<file path="config.mk">
export PLATFORM = sky130hd
export DESIGN_NAME = snn_spike_rate_decoder
export DESIGN_NICKNAME = d
export VERILOG_FILES = /design/src/rtl/snn_spike_rate_decoder.sv
export SDC_FILE = /design/constraint.sdc
export NUM_CORES = 1
export LEC_CHECK = 0
export CAP_MARGIN = 20
export CORE_MARGIN = 5
export CORE_UTILIZATION = 55
export CTS_CLUSTER_DIAMETER = 40
export DETAILED_ROUTE_END_ITERATION = 16
export GPL_ROUTABILITY_DRIVEN = 0
export PLACE_DENSITY = 0.74
export SYNTH_ARGS = -nofsm -noshare
export SYNTH_HDL_FRONTEND = slang
export SYNTH_SLANG_ARGS = --single-unit
</file>
<file path="constraint.sdc">
create_clock -name clk -period 3.9 [get_ports clk]
set_clock_uncertainty 0.1 [all_clocks]
set_input_delay 0.78 -clock clk [delete_from_list [all_inputs] [get_ports clk]]
set_output_delay 0.78 -clock clk [all_outputs]
set_load 0.1 [all_outputs]
</file>
<file path="src/rtl/snn_spike_rate_decoder.sv">
// Rate-coded readout: counts output spikes per neuron over a window of timesteps,
// then scans the counters one per cycle and reports the argmax class and its count.
module snn_spike_rate_decoder #(
    parameter int N_OUTPUTS = 8,
    parameter int COUNT_W   = 8,
    parameter int WINDOW    = 16
) (
    input  logic                         clk,
    input  logic                         reset,
    input  logic [N_OUTPUTS-1:0]         spikes_in,
    input  logic                         spikes_valid,
    input  logic                         clear,
    output logic                         busy,
    output logic                         result_valid,
    output logic [$clog2(N_OUTPUTS)-1:0] result_class,
    output logic [COUNT_W-1:0]           result_count,
    output logic [1:0]                   dbg_state
);

    localparam int IDX_W = $clog2(N_OUTPUTS);
    localparam int TS_W  = (WINDOW > 1) ? $clog2(WINDOW) : 1;
    localparam logic [COUNT_W-1:0] CNT_MAX = '1;

    typedef enum logic [1:0] {
        ST_ACCUM = 2'd0,
        ST_SCAN  = 2'd1,
        ST_DONE  = 2'd2
    } state_t;

    state_t             state_q, state_d;
    logic [COUNT_W-1:0] cnt_q [N_OUTPUTS];
    logic [COUNT_W-1:0] cnt_d [N_OUTPUTS];
    logic [TS_W-1:0]    ts_q, ts_d;
    logic [IDX_W-1:0]   scan_idx_q, scan_idx_d;
    logic [IDX_W-1:0]   best_idx_q, best_idx_d;
    logic [COUNT_W-1:0] best_cnt_q, best_cnt_d;
    logic               busy_q, busy_d;
    logic               result_valid_q, result_valid_d;
    logic [IDX_W-1:0]   result_class_q, result_class_d;
    logic [COUNT_W-1:0] result_count_q, result_count_d;

    logic [COUNT_W-1:0] cand_cnt;
    logic               take_new;

    always_comb begin
        state_d        = state_q;
        cnt_d          = cnt_q;
        ts_d           = ts_q;
        scan_idx_d     = scan_idx_q;
        best_idx_d     = best_idx_q;
        best_cnt_d     = best_cnt_q;
        busy_d         = busy_q;
        result_valid_d = 1'b0;
        result_class_d = result_class_q;
        result_count_d = result_count_q;
        cand_cnt       = cnt_q[scan_idx_q];
        // Index 0 seeds the running best; later indices must be strictly larger.
        take_new       = (scan_idx_q == '0) || (cand_cnt > best_cnt_q);

        if (clear) begin
            state_d    = ST_ACCUM;
            for (int i = 0; i < N_OUTPUTS; i++) cnt_d[i] = '0;
            ts_d       = '0;
            scan_idx_d = '0;
            busy_d     = 1'b0;
        end else begin
            case (state_q)
                ST_ACCUM: begin
                    if (spikes_valid) begin
                        for (int i = 0; i < N_OUTPUTS; i++) begin
                            if (spikes_in[i] && (cnt_q[i] != CNT_MAX))
                                cnt_d[i] = cnt_q[i] + 1'b1;
                        end
                        if (ts_q == TS_W'(WINDOW - 1)) begin
                            state_d    = ST_SCAN;
                            busy_d     = 1'b1;
                            scan_idx_d = '0;
                        end else begin
                            ts_d = ts_q + 1'b1;
                        end
                    end
                end
                ST_SCAN: begin
                    if (take_new) begin
                        best_idx_d = scan_idx_q;
                        best_cnt_d = cand_cnt;
                    end
                    // Last counter: publish the final best directly so the pulse lands in DONE.
                    if (scan_idx_q == IDX_W'(N_OUTPUTS - 1)) begin
                        state_d        = ST_DONE;
                        result_valid_d = 1'b1;
                        result_class_d = take_new ? scan_idx_q : best_idx_q;
                        result_count_d = take_new ? cand_cnt : best_cnt_q;
                    end else begin
                        scan_idx_d = scan_idx_q + 1'b1;
                    end
                end
                ST_DONE: begin
                    state_d    = ST_ACCUM;
                    for (int i = 0; i < N_OUTPUTS; i++) cnt_d[i] = '0;
                    ts_d       = '0;
                    scan_idx_d = '0;
                    busy_d     = 1'b0;
                end
                default: begin
                    state_d = ST_ACCUM;
                    busy_d  = 1'b0;
                end
            endcase
        end
    end

    always_ff @(posedge clk) begin
        if (reset) begin
            state_q        <= ST_ACCUM;
            for (int i = 0; i < N_OUTPUTS; i++) cnt_q[i] <= '0;
            ts_q           <= '0;
            scan_idx_q     <= '0;
            best_idx_q     <= '0;
            best_cnt_q     <= '0;
            busy_q         <= 1'b0;
            result_valid_q <= 1'b0;
            result_class_q <= '0;
            result_count_q <= '0;
        end else begin
            state_q        <= state_d;
            for (int i = 0; i < N_OUTPUTS; i++) cnt_q[i] <= cnt_d[i];
            ts_q           <= ts_d;
            scan_idx_q     <= scan_idx_d;
            best_idx_q     <= best_idx_d;
            best_cnt_q     <= best_cnt_d;
            busy_q         <= busy_d;
            result_valid_q <= result_valid_d;
            result_class_q <= result_class_d;
            result_count_q <= result_count_d;
        end
    end

    assign busy         = busy_q;
    assign result_valid = result_valid_q;
    assign result_class = result_class_q;
    assign result_count = result_count_q;
    assign dbg_state    = state_q;

endmodule

</file>
==> flow_summary_export.csv, run 1 <==
group,metric,value,unit
status,status,"finished clean",
cts,clk_pin_slew_worst_paths,0.09,ns
synth,syn-num-nets,680,
cts,cts_sinks,97,
synth,synthXorXnorAreaFrac,1.12,%
synth,syn_inst,648,
placed_design,port_buffers,26,
detailed_routing,ant_nets,0,
detailed_routing,num_vias,5241,
synth,synth_top_area_share,35.4,%
detailed_routing,first_pass_iters,5,
cts,h-tree-depth,3,
synth,synth_warnings,0,
detailed_routing,drtIter0Drc,464,
final_layout,syn2layout_area_growth,10.9,%
synth,synth.most_common_cell,"dfxtp_1",
detailed_routing,routed_wl,14.6,mm
sta,drv_slew,0,
pwr,ir_worst_vdd,0.198,mV
sta,rsz0062_at_grt,"false",
synth,synth_compound_area_share,23.1,%
job,maxCapViolCount,0,
synth,synth_area,5480,µm²
cts,cts.path.max_buffers,2,
cts,cts_setup_buffers,0,
final_layout,final_util,62.5,%
synth,synthArstFlopShare,0,%
synth,ys_types,58,
synth,yosys-top-cells-count,"97 x dfxtp_1, 92 x nand2_1, 56 x nor2_1, 50 x a21oi_1, 39 x nand3_1",
sta,setup_viol,0,
synth,synth-edff-count,0,
cts,post_cts_resized,0,
pwr,power_density,306,nW/µm²
global_routing,grtUsageTotal,25.3,%
floorplanning,num_rows,36,
critical_path,cp_slowest_cell,"dfxtp_1",
detailed_routing,wl_per_cell,18.2,µm
global_routing,grt_pass1_vias,4878,
min_path,min_path_type,"reg -> reg",
detailed_routing,drc,0,
critical_path,cp_top_family,"simple AND/OR/NAND/NOR gates",
final_layout,antenna_cells,0,
sta,hold_viol_final,0,
sta,period_needed,3.46,ns
critical_path,end_kind,"flip-flop",
cts,cts_buffers,9,
floorplanning,start_util,56.3,%
final_layout,drive_above_1_share,8.52,%
cts,cts_root_buffer,"clkbuf_8",
sta,fin_crit_sh,88.7,%
synth,synthSimpleGateAreaFrac,22.8,%
synth,syn_area_per_cell,8.46,µm²
critical_path,path_max_fanout,20,
placed_design,post-dp-hpwl,10.3,mm
global_routing,grt_max_degree,41,
synth,synthAdderAreaFrac,4.57,%
critical_path,critPathKind,"reg -> reg",
cts,cts_hold_buf,0,
global_routing,grt_overflow,0,
critical_path,path_cells,"mux4_2 -> nand2_1 -> nand2_1 -> ha_1 -> nand4_1 -> nor2_1 -> a211o_1 -> buf_4 -> nand4_1 -> a32o_1",
sta,hold_slack,0.368,ns
critical_path,cp_num_buf_inv,1,
synth,ys_seq_elements,97,
synth,synth_mux_area_share,9.32,%
floorplanning,die-area,12100,µm²
global_routing,grt_pass1_wl,24.0,mm
floorplanning,dieHeight,110,µm
cts,clock_latency,0.39,ns
final_layout,fill_cells,833,
pwr,leakage,2.01,nW
detailed_routing,detail_route.vias_per_cell,6.53,
floorplanning,pin_count,27,
critical_path,arrival,3.65,ns
synth,synth_top_cell_by_area,"dfxtp_1",
synth,synth_area_leaders,"dfxtp_1 35%, nand2_1 6.3%, mux4_2 5.8%, a21oi_1 4.6%, ha_1 4.6%",
synth,synth_top_family_by_area,"compound AO/OA/AOI/OAI gates",
floorplanning,core-area,9730,µm²
critical_path,max_stage_delay,0.77,ns
cts,cts_tree,"yes",
sta,tightest_slew,0.976,ns
critical_path,cp.required,4.09,ns
sta,final.setup.tns,0,ns
floorplanning,die_w,110,µm
synth,synthFlopType,"dfxtp_1",
sta,fmax,0.289,GHz
global_routing,antenna_found_initial,0,
final_layout,nets,696,
sta,slew_headroom,34.7,%
critical_path,cp-start-kind,"flip-flop",
synth,ys_seq_area_share,35.4,%
[worst reg2reg max path: stages (launching register included)]
cell and delay (ns):
dfxtp_1 0.77, mux4_2 0.58, nand2_1 0.08, nand2_1 0.10, ha_1 0.34, nand4_1 0.22, nor2_1 0.27, a211o_1 0.20
buf_4 0.27, nand4_1 0.15, a32o_1 0.29
[logic make-up (layout without fill, tap and decap cells)]
family          Yosys count  in the layout
simple gates            266            266
compound gates          181            181
flops                    97             97
mux                      30             30
xor+xnor                  7              7
buf+inv                  47             68
fa+ha+maj                20             20
[worst paths after layout]
kind,from,endpoint,slack [ns],cells past startpoint
worst max-delay path,scan_idx_q[1]$_SDFFE_PP0P_,result_count[7]$_SDFFE_PP0P_,0.44,10
worst min-delay path,result_count[6]$_SDFFE_PP0P_,result_count[6]$_SDFFE_PP0P_,0.37,2
worst max register to register,scan_idx_q[1]$_SDFFE_PP0P_,result_count[7]$_SDFFE_PP0P_,0.44,10
worst min register to register,result_count[6]$_SDFFE_PP0P_,result_count[6]$_SDFFE_PP0P_,0.37,2
[metrics by stage]
step / instances / instance area, µm² / power (mW) / setup WS (ns)
6_report: 802 / 6080 / 1.86 / 0.440
5_1_grt: 802 / 6080 / 1.91 / 0.200
4_1_cts: 802 / 6080 / 1.86 / 0.482
3_5_place_dp: 786 / 5850 / 1.12 / 0.505
3_3_place_gp: 786 / 5850 / 1.12 / 0.630
2_1_floorplan: 648 / 5480 / 1.08 / 0.917
[metal layers]
layer / wire length, µm / share of wire [%] / vias up / track usage, %
li1: - / - / 2482 / -
met1: 6300 / 43 / 2492 / 34.4
met2: 6740 / 46 / 235 / 40.0
met3: 1150 / 7.9 / 32 / 3.17
met4: 387 / 2.7 / 0 / 11.4
met5: 0 / 0 / - / 0
[final cells by class]
class                      count  area (µm²)  share of cell area (%)
multi-input combinational    504        3330                    54.8
inverter                      15        56.3                   0.926
timing repair buffer          37         353                    5.80
tap                          133         166                    2.74
sequential                    97        1940                    31.9
clock buffer                  11         151                    2.49
clock inverter                 5        77.6                    1.28
[layout by cell type (no fill, tap or decap), types with 3 or more instances in the layout]
cell / n
nor4_1: 7
o31ai_1: 17
nand2_2: 5
buf_4: 11
a31o_1: 5
o211ai_1: 8
xor2_1: 3
mux2i_1: 12
clkbuf_8: 11
nor3_1: 17
nor2b_1: 6
nand2_1: 92
and3_1: 6
a31oi_1: 8
o21ai_0: 22
nor2_1: 56
or4_1: 3
mux4_2: 14
clkdlybuf4s50_1: 25
nand4_1: 11
or3_1: 7
dfxtp_1: 97
inv_1: 14
a311oi_1: 23
a211oi_1: 7
xnor2_1: 4
o22ai_1: 3
nand2b_1: 6
ha_1: 20
a21o_1: 8
a32o_1: 7
a41oi_1: 9
o21ai_1: 5
nand3_1: 39
nand3b_1: 3
a21oi_1: 50
[power breakdown]
| part | switching, mW | internal (mW) |
|---|---|---|
| Sequential | 0.00653 | 0.994 |
| Combinational | 0.0650 | 0.0327 |
| Clock | 0.365 | 0.394 |
| Total | 0.437 | 1.42 |
[state kept, by name, indices dropped and copies added, names as in the netlist]
name	cells
result_count	8
ts_q	4
scan_idx_q	3
dbg_state	2
best_idx_q	3
best_cnt_q	8
result_valid	1
result_class	3
cnt_q	64
busy	1
Note: power is estimated with default switching activity, not from simulation.
==> run 2: changes to the inputs <==
--- a/config.mk
+++ b/config.mk
@@ -11,7 +11,7 @@
 export CTS_CLUSTER_DIAMETER = 40
 export DETAILED_ROUTE_END_ITERATION = 16
 export GPL_ROUTABILITY_DRIVEN = 0
-export PLACE_DENSITY = 0.74
+export PLACE_DENSITY_LB_ADDON = 0.12
 export SYNTH_ARGS = -nofsm -noshare
 export SYNTH_HDL_FRONTEND = slang
 export SYNTH_SLANG_ARGS = --single-unit
==> run 2 against run 1 <==
Against the previous run: count of clock-buffer cells in the layout shrank 1; sequential share of layout area up 0.27 points; global-route usage is 0.23 points lower; maximum frequency up 0.46%; cell count is 0.25% higher; combinational power decreased by 0.6%; via count fell by 1.1%; register-to-register slack improved by 0.02 ns; flip-flop and latch count is the same; critical path type unchanged; highest routed layer unchanged.
==> flow_summary_export.csv, run 2 (same netlist as run 1, synthesis figures left out) <==
group,metric,value,unit
final_layout,final_cell_mix,"97 x dfxtp_1, 92 x nand2_1, 56 x nor2_1, 50 x a21oi_1, 39 x nand3_1",
cts,cts_buffers,9,
sta,setup_viol,0,
global_routing,antenna_found_initial,0,
sta,hold_viol_final,0,
job,maxCapViolCount,0,
critical_path,arrival,3.59,ns
detailed_routing,detail_route.vias_per_cell,6.45,
floorplanning,dieHeight,110,µm
final_layout,fill_cells,908,
detailed_routing,first_pass_iters,5,
cts,h-tree-depth,3,
detailed_routing,ant_nets,0,
critical_path,crit_path_start,"scan_idx_q[1]$_SDFFE_PP0P_",
final_layout,seqCellArea,1940,µm²
pwr,total_power,1.67,mW
cts,cts_sinks,97,
placed_design,dpl.cell_count,788,
status,status,"finished clean",
sta,rsz0062_at_grt,"false",
sta,drv_slew,0,
floorplanning,die_w,110,µm
global_routing,grt_pass1_vias,4875,
pwr,ir_worst_vdd,0.159,mV
global_routing,grt_overflow,0,
detailed_routing,drtIter0Drc,487,
sta,slew_headroom,33.4,%
floorplanning,die-area,12100,µm²
cts,cts_root_buffer,"clkbuf_8",
sta,fin_ws,0.455,ns
global_routing,grtUsageTotal,25.0,%
cts,cts.path.max_buffers,2,
critical_path,r2r-end,"best_cnt_q[7]$_SDFFE_PP0P_",
detailed_routing,wl_per_cell,17.8,µm
critical_path,reg2reg_from,"scan_idx_q[1]$_SDFFE_PP0P_",
sta,hold_slack,0.372,ns
global_routing,grt_max_degree,36,
detailed_routing,num_vias,5184,
final_layout,syn2layout_area_growth,10.0,%
cts,cts_tree,"yes",
cts,clock_latency,0.37,ns
final_layout,antenna_cells,0,
final_layout,layoutNonFillerInstCount,804,
detailed_routing,routed_wl,14.3,mm
critical_path,cp-start-kind,"flip-flop",
sta,period_needed,3.44,ns
final_layout,drive_above_1_share,8.64,%
cts,post_cts_resized,0,
placed_design,post-dp-hpwl,10.4,mm
floorplanning,core-area,9730,µm²
min_path,holdPathEnd,"best_cnt_q[4]$_SDFFE_PP0P_",
critical_path,end_kind,"flip-flop",
sta,fmax,0.290,GHz
pwr,power_density,278,nW/µm²
final_layout,largest_reg_flops,64,
floorplanning,pin_count,27,
critical_path,cp.required,4.04,ns
min_path,min_path_type,"reg -> reg",
cts,cts_hold_buf,0,
final_layout,nets,698,
global_routing,grt_pass1_wl,24.1,mm
final_layout,final_common_cell,"dfxtp_1",
sta,tightest_slew,0.995,ns
detailed_routing,drc,0,
final_layout,multi_input_comb_area,3330,µm²
critical_path,ff2ff_path_depth,9,
pwr,leakage,1.99,nW
critical_path,critPathKind,"reg -> reg",
placed_design,post-place-ws,0.558,ns
final_layout,largest_register,"cnt_q",
critical_path,worst-r2r-setup-slack,0.46,ns
placed_design,port_buffers,26,
cts,cts_setup_buffers,0,
critical_path,path_max_fanout,14,
min_path,min-delay-start,"best_cnt_q[4]$_SDFFE_PP0P_",
floorplanning,start_util,56.3,%
sta,fin_crit_sh,88.3,%
min_path,min_delay_path_depth,2,
floorplanning,num_rows,36,
sta,final.setup.tns,0,ns
cts,clk_pin_slew_worst_paths,0.10,ns
run 2: cell types whose count changed in the layout (fill, tap and decap cells not counted):
| cell | delta |
|---|---|
| clkinvlp_4 | +1 |
| bufinv_16 | -2 |
| clkbuf_8 | -2 |
| clkbuf_1 | +1 |
| clkinv_2 | +2 |
| buf_4 | +2 |
run 2: worst max path at each step:
stage | endpoint | slack (ns) | depth (start not counted)
3_3_place_gp | best_cnt_q[0]$_SDFFE_PP0P_ | 0.64 | 8
2_1_floorplan | best_cnt_q[0]$_SDFFE_PP0P_ | 0.92 | 10
3_5_place_dp | best_cnt_q[0]$_SDFFE_PP0P_ | 0.56 | 10
4_1_cts | result_class[0]$_SDFFE_PP0P_ | 0.53 | 10
5_1_grt | result_class[1]$_SDFFE_PP0P_ | 0.19 | 10
6_report | best_cnt_q[7]$_SDFFE_PP0P_ | 0.46 | 9
run 2: critical path, cell delays in order (launching register included):
cell	delay, ns
dfxtp_1	0.73
mux4_2	0.59
nand2_1	0.09
nand2_1	0.12
ha_1	0.34
nand4_1	0.21
nor2_1	0.29
nor2b_1	0.19
o31ai_1	0.53
a211oi_1	0.15
run 2: routing by layer:
metal / track usage (%) / vias up / share of wire [%]
li1: - / 2493 / -
met1: 34.8 / 2467 / 46
met2: 39.5 / 203 / 46
met3: 4.87 / 21 / 6.8
met4: 7.12 / 0 / 1.3
met5: 0 / - / 0
run 2: area by class of cell:
cell class	instances	share of cell area (%)
Sequential cell	97	32.2
Timing Repair Buffer	39	6.10
Multi-Input combinational cell	504	55.3
Inverter	15	0.934
Clock inverter	6	0.581
Tap cell	133	2.76
Clock buffer	10	2.12
run 2: power breakdown:
group          leakage [nW]  internal, mW  switching, mW
sequential            0.782         0.994        0.00700
clock                0.0818         0.228          0.349
combinational          1.12        0.0327         0.0644
total                  1.99          1.25          0.421
run 2: per-stage QoR:
stage               util [%]  instance area [µm²]
global route            62.0                 6030
CTS                     62.0                 6030
detailed placement      60.3                 5870
finish                  62.0                 6030
floorplan                  -                 5480
global placement        60.3                 5870
==> run 3: changes to the inputs <==
--- a/config.mk
+++ b/config.mk
@@ -7,11 +7,11 @@
 export LEC_CHECK = 0
 export CAP_MARGIN = 20
 export CORE_MARGIN = 5
-export CORE_UTILIZATION = 55
+export CORE_UTILIZATION = 35
 export CTS_CLUSTER_DIAMETER = 40
 export DETAILED_ROUTE_END_ITERATION = 16
 export GPL_ROUTABILITY_DRIVEN = 0
-export PLACE_DENSITY_LB_ADDON = 0.12
+export PLACE_DENSITY = 0.56
 export SYNTH_ARGS = -nofsm -noshare
 export SYNTH_HDL_FRONTEND = slang
 export SYNTH_SLANG_ARGS = --single-unit
==> run 3 against run 2 <==
Against the previous run: register-to-register slack improved by 0.06 ns; highest routed layer unchanged; critical path type unchanged; cell count rose by 9.1%; flip-flop and latch count did not move; sequential share of layout area fell by 0.89 points; count of clock-buffer cells in the layout rose by 2; first-iteration DRC count rose by 16%; worst setup slack improved by 0.055 ns; maximum frequency rose by 1.6%.
==> flow_summary_export.csv, run 3 (same netlist as run 1, synthesis figures left out) <==
group,metric,value,unit
cts,cts_buffers,9,
critical_path,cp.required,4.05,ns
final_layout,final_util,40.6,%
sta,fin_ws,0.511,ns
critical_path,path_cells,"mux4_2 -> mux2i_1 -> ha_1 -> nand4_1 -> nor2_1 -> a211o_1 -> buf_4 -> a31o_1 -> a32o_1",
min_path,min_path_type,"reg -> reg",
floorplanning,core-area,15300,µm²
detailed_routing,first_pass_iters,5,
critical_path,cp_num_buf_inv,1,
status,status,"finished clean",
global_routing,grt_pass1_vias,4718,
sta,final.setup.tns,0,ns
final_layout,antenna_cells,0,
global_routing,grt_max_degree,36,
job,maxCapViolCount,0,
final_layout,nets,696,
final_layout,seqCellArea,1940,µm²
detailed_routing,top_layer,"met4",
global_routing,antenna_found_initial,0,
placed_design,post-place-ws,0.528,ns
placed_design,post-dp-hpwl,11.4,mm
detailed_routing,ant_nets,0,
sta,slew_headroom,34.7,%
placed_design,dpl_cell_area,5950,µm²
sta,fmax,0.295,GHz
sta,hold_viol_final,0,
pwr,ir_worst_vdd,0.195,mV
detailed_routing,wl_met2,7.17,mm
cts,post_cts_resized,0,
cts,h-tree-depth,3,
global_routing,grt_pass1_wl,24.8,mm
critical_path,cp_top_family,"multiplexers",
final_layout,final_common_cell,"dfxtp_1",
detailed_routing,drtIter0Drc,563,
detailed_routing,num_vias,5201,
placed_design,port_buffers,26,
detailed_routing,wl_met3,1.01,mm
global_routing,grt_overflow,0,
sta,fin_crit_sh,86.9,%
min_path,min-delay-start,"result_count[5]$_SDFFE_PP0P_",
final_layout,multi_input_comb_area,3330,µm²
critical_path,cp_slowest_cell,"dfxtp_1",
final_layout,drive_above_1_share,7.81,%
final_layout,fill_cells,1509,
floorplanning,dieHeight,135,µm
cts,cts_tree,"yes",
cts,cts_setup_buffers,0,
global_routing,grtUsageTotal,17.1,%
critical_path,r2r-end,"result_count[4]$_SDFFE_PP0P_",
critical_path,worst-r2r-setup-slack,0.51,ns
floorplanning,pin_count,27,
pwr,power_density,308,nW/µm²
critical_path,cp-start-kind,"flip-flop",
critical_path,max_stage_delay,0.70,ns
cts,cts.path.max_buffers,2,
pwr,leakage,2.02,nW
detailed_routing,drt-met1-wl,7.01,mm
min_path,min_delay_path_depth,2,
final_layout,largest_reg_flops,64,
critical_path,critPathKind,"reg -> reg",
cts,cts_root_buffer,"clkbuf_16",
sta,period_needed,3.39,ns
sta,rsz0062_at_grt,"false",
floorplanning,die-area,18300,µm²
cts,cts_sinks,97,
critical_path,end_kind,"flip-flop",
critical_path,reg2reg_from,"scan_idx_q[1]$_SDFFE_PP0P_",
detailed_routing,routed_wl,15.6,mm
cts,cts_hold_buf,0,
floorplanning,num_rows,45,
final_layout,syn2layout_area_growth,13.1,%
sta,tightest_slew,0.976,ns
critical_path,path_max_fanout,20,
critical_path,arrival,3.54,ns
detailed_routing,drc,0,
sta,drv_slew,0,
floorplanning,die_w,135,µm
floorplanning,start_util,35.9,%
critical_path,ff2ff_path_depth,9,
cts,clock_latency,0.35,ns
sta,setup_viol,0,
sta,hold_slack,0.361,ns
cts,clk_pin_slew_worst_paths,0.07,ns
detailed_routing,detail_route.vias_per_cell,5.93,
final_layout,fin_area,6200,µm²
final_layout,final_cell_mix,"97 x dfxtp_1, 92 x nand2_1, 56 x nor2_1, 50 x a21oi_1, 39 x nand3_1",
final_layout,largest_register,"cnt_q",
detailed_routing,wl_per_cell,17.8,µm
min_path,holdPathEnd,"result_count[5]$_SDFFE_PP0P_",
[run 3: cell types whose count changed in the layout (fill, tap and decap cells not counted)]
cell	before	now
buf_4	13	11
clkbuf_1	1	2
clkbuf_16	0	9
clkbuf_8	9	1
clkinv_2	4	1
clkinvlp_4	2	0
[run 3: layout make-up]
type	count	share of cell area, %
tap	211	4.26
timing repair buffer	37	5.69
sequential	97	31.3
multi-input combinational	504	53.8
clock buffer	12	3.98
inverter	15	0.908
clock inverter	1	0.0807
[run 3: tightest hold or removal path, cell delays in order, from the launching register on]
cell	delay [ns]
dfxtp_1	0.31
nand2_1	0.05
o31ai_1	0.05
[run 3: worst max path at each step]
stage | start | to | slack, ns | depth (start not counted)
final | scan_idx_q[1]$_SDFFE_PP0P_ | result_count[4]$_SDFFE_PP0P_ | 0.51 | 9
after global routing | scan_idx_q[1]$_SDFFE_PP0P_ | result_class[1]$_SDFFE_PP0P_ | 0.32 | 10
after CTS | scan_idx_q[1]$_SDFFE_PP0P_ | best_cnt_q[0]$_SDFFE_PP0P_ | 0.49 | 8
after detailed placement | scan_idx_q[1]$_SDFFE_PP0P_ | result_count[4]$_SDFFE_PP0P_ | 0.53 | 9
after global placement | scan_idx_q[1]$_SDFFE_PP0P_ | result_count[4]$_SDFFE_PP0P_ | 0.60 | 9
after floorplan | scan_idx_q[2]$_SDFFE_PP0P_ | best_cnt_q[0]$_SDFFE_PP0P_ | 0.92 | 10
[run 3: power breakdown]
| part | total [mW] | internal [mW] | switching [mW] |
|---|---|---|---|
| registers | 1.00 | 0.994 | 0.00663 |
| clock network | 0.809 | 0.439 | 0.370 |
| logic | 0.0993 | 0.0328 | 0.0665 |
[run 3: through the flow]
step | power [mW] | cells
floorplan | 1.08 | 648
global placement | 1.12 | 864
detailed placement | 1.12 | 864
CTS | 1.93 | 877
global route | 1.98 | 877
finish | 1.91 | 877
[run 3: layer usage]
| layer | vias to the layer above | track usage (%) |
|---|---|---|
| li1 | 2477 | - |
| met1 | 2513 | 22.9 |
| met2 | 183 | 27.0 |
| met3 | 28 | 3.79 |
| met4 | 0 | 6.66 |
| met5 | - | 0 |
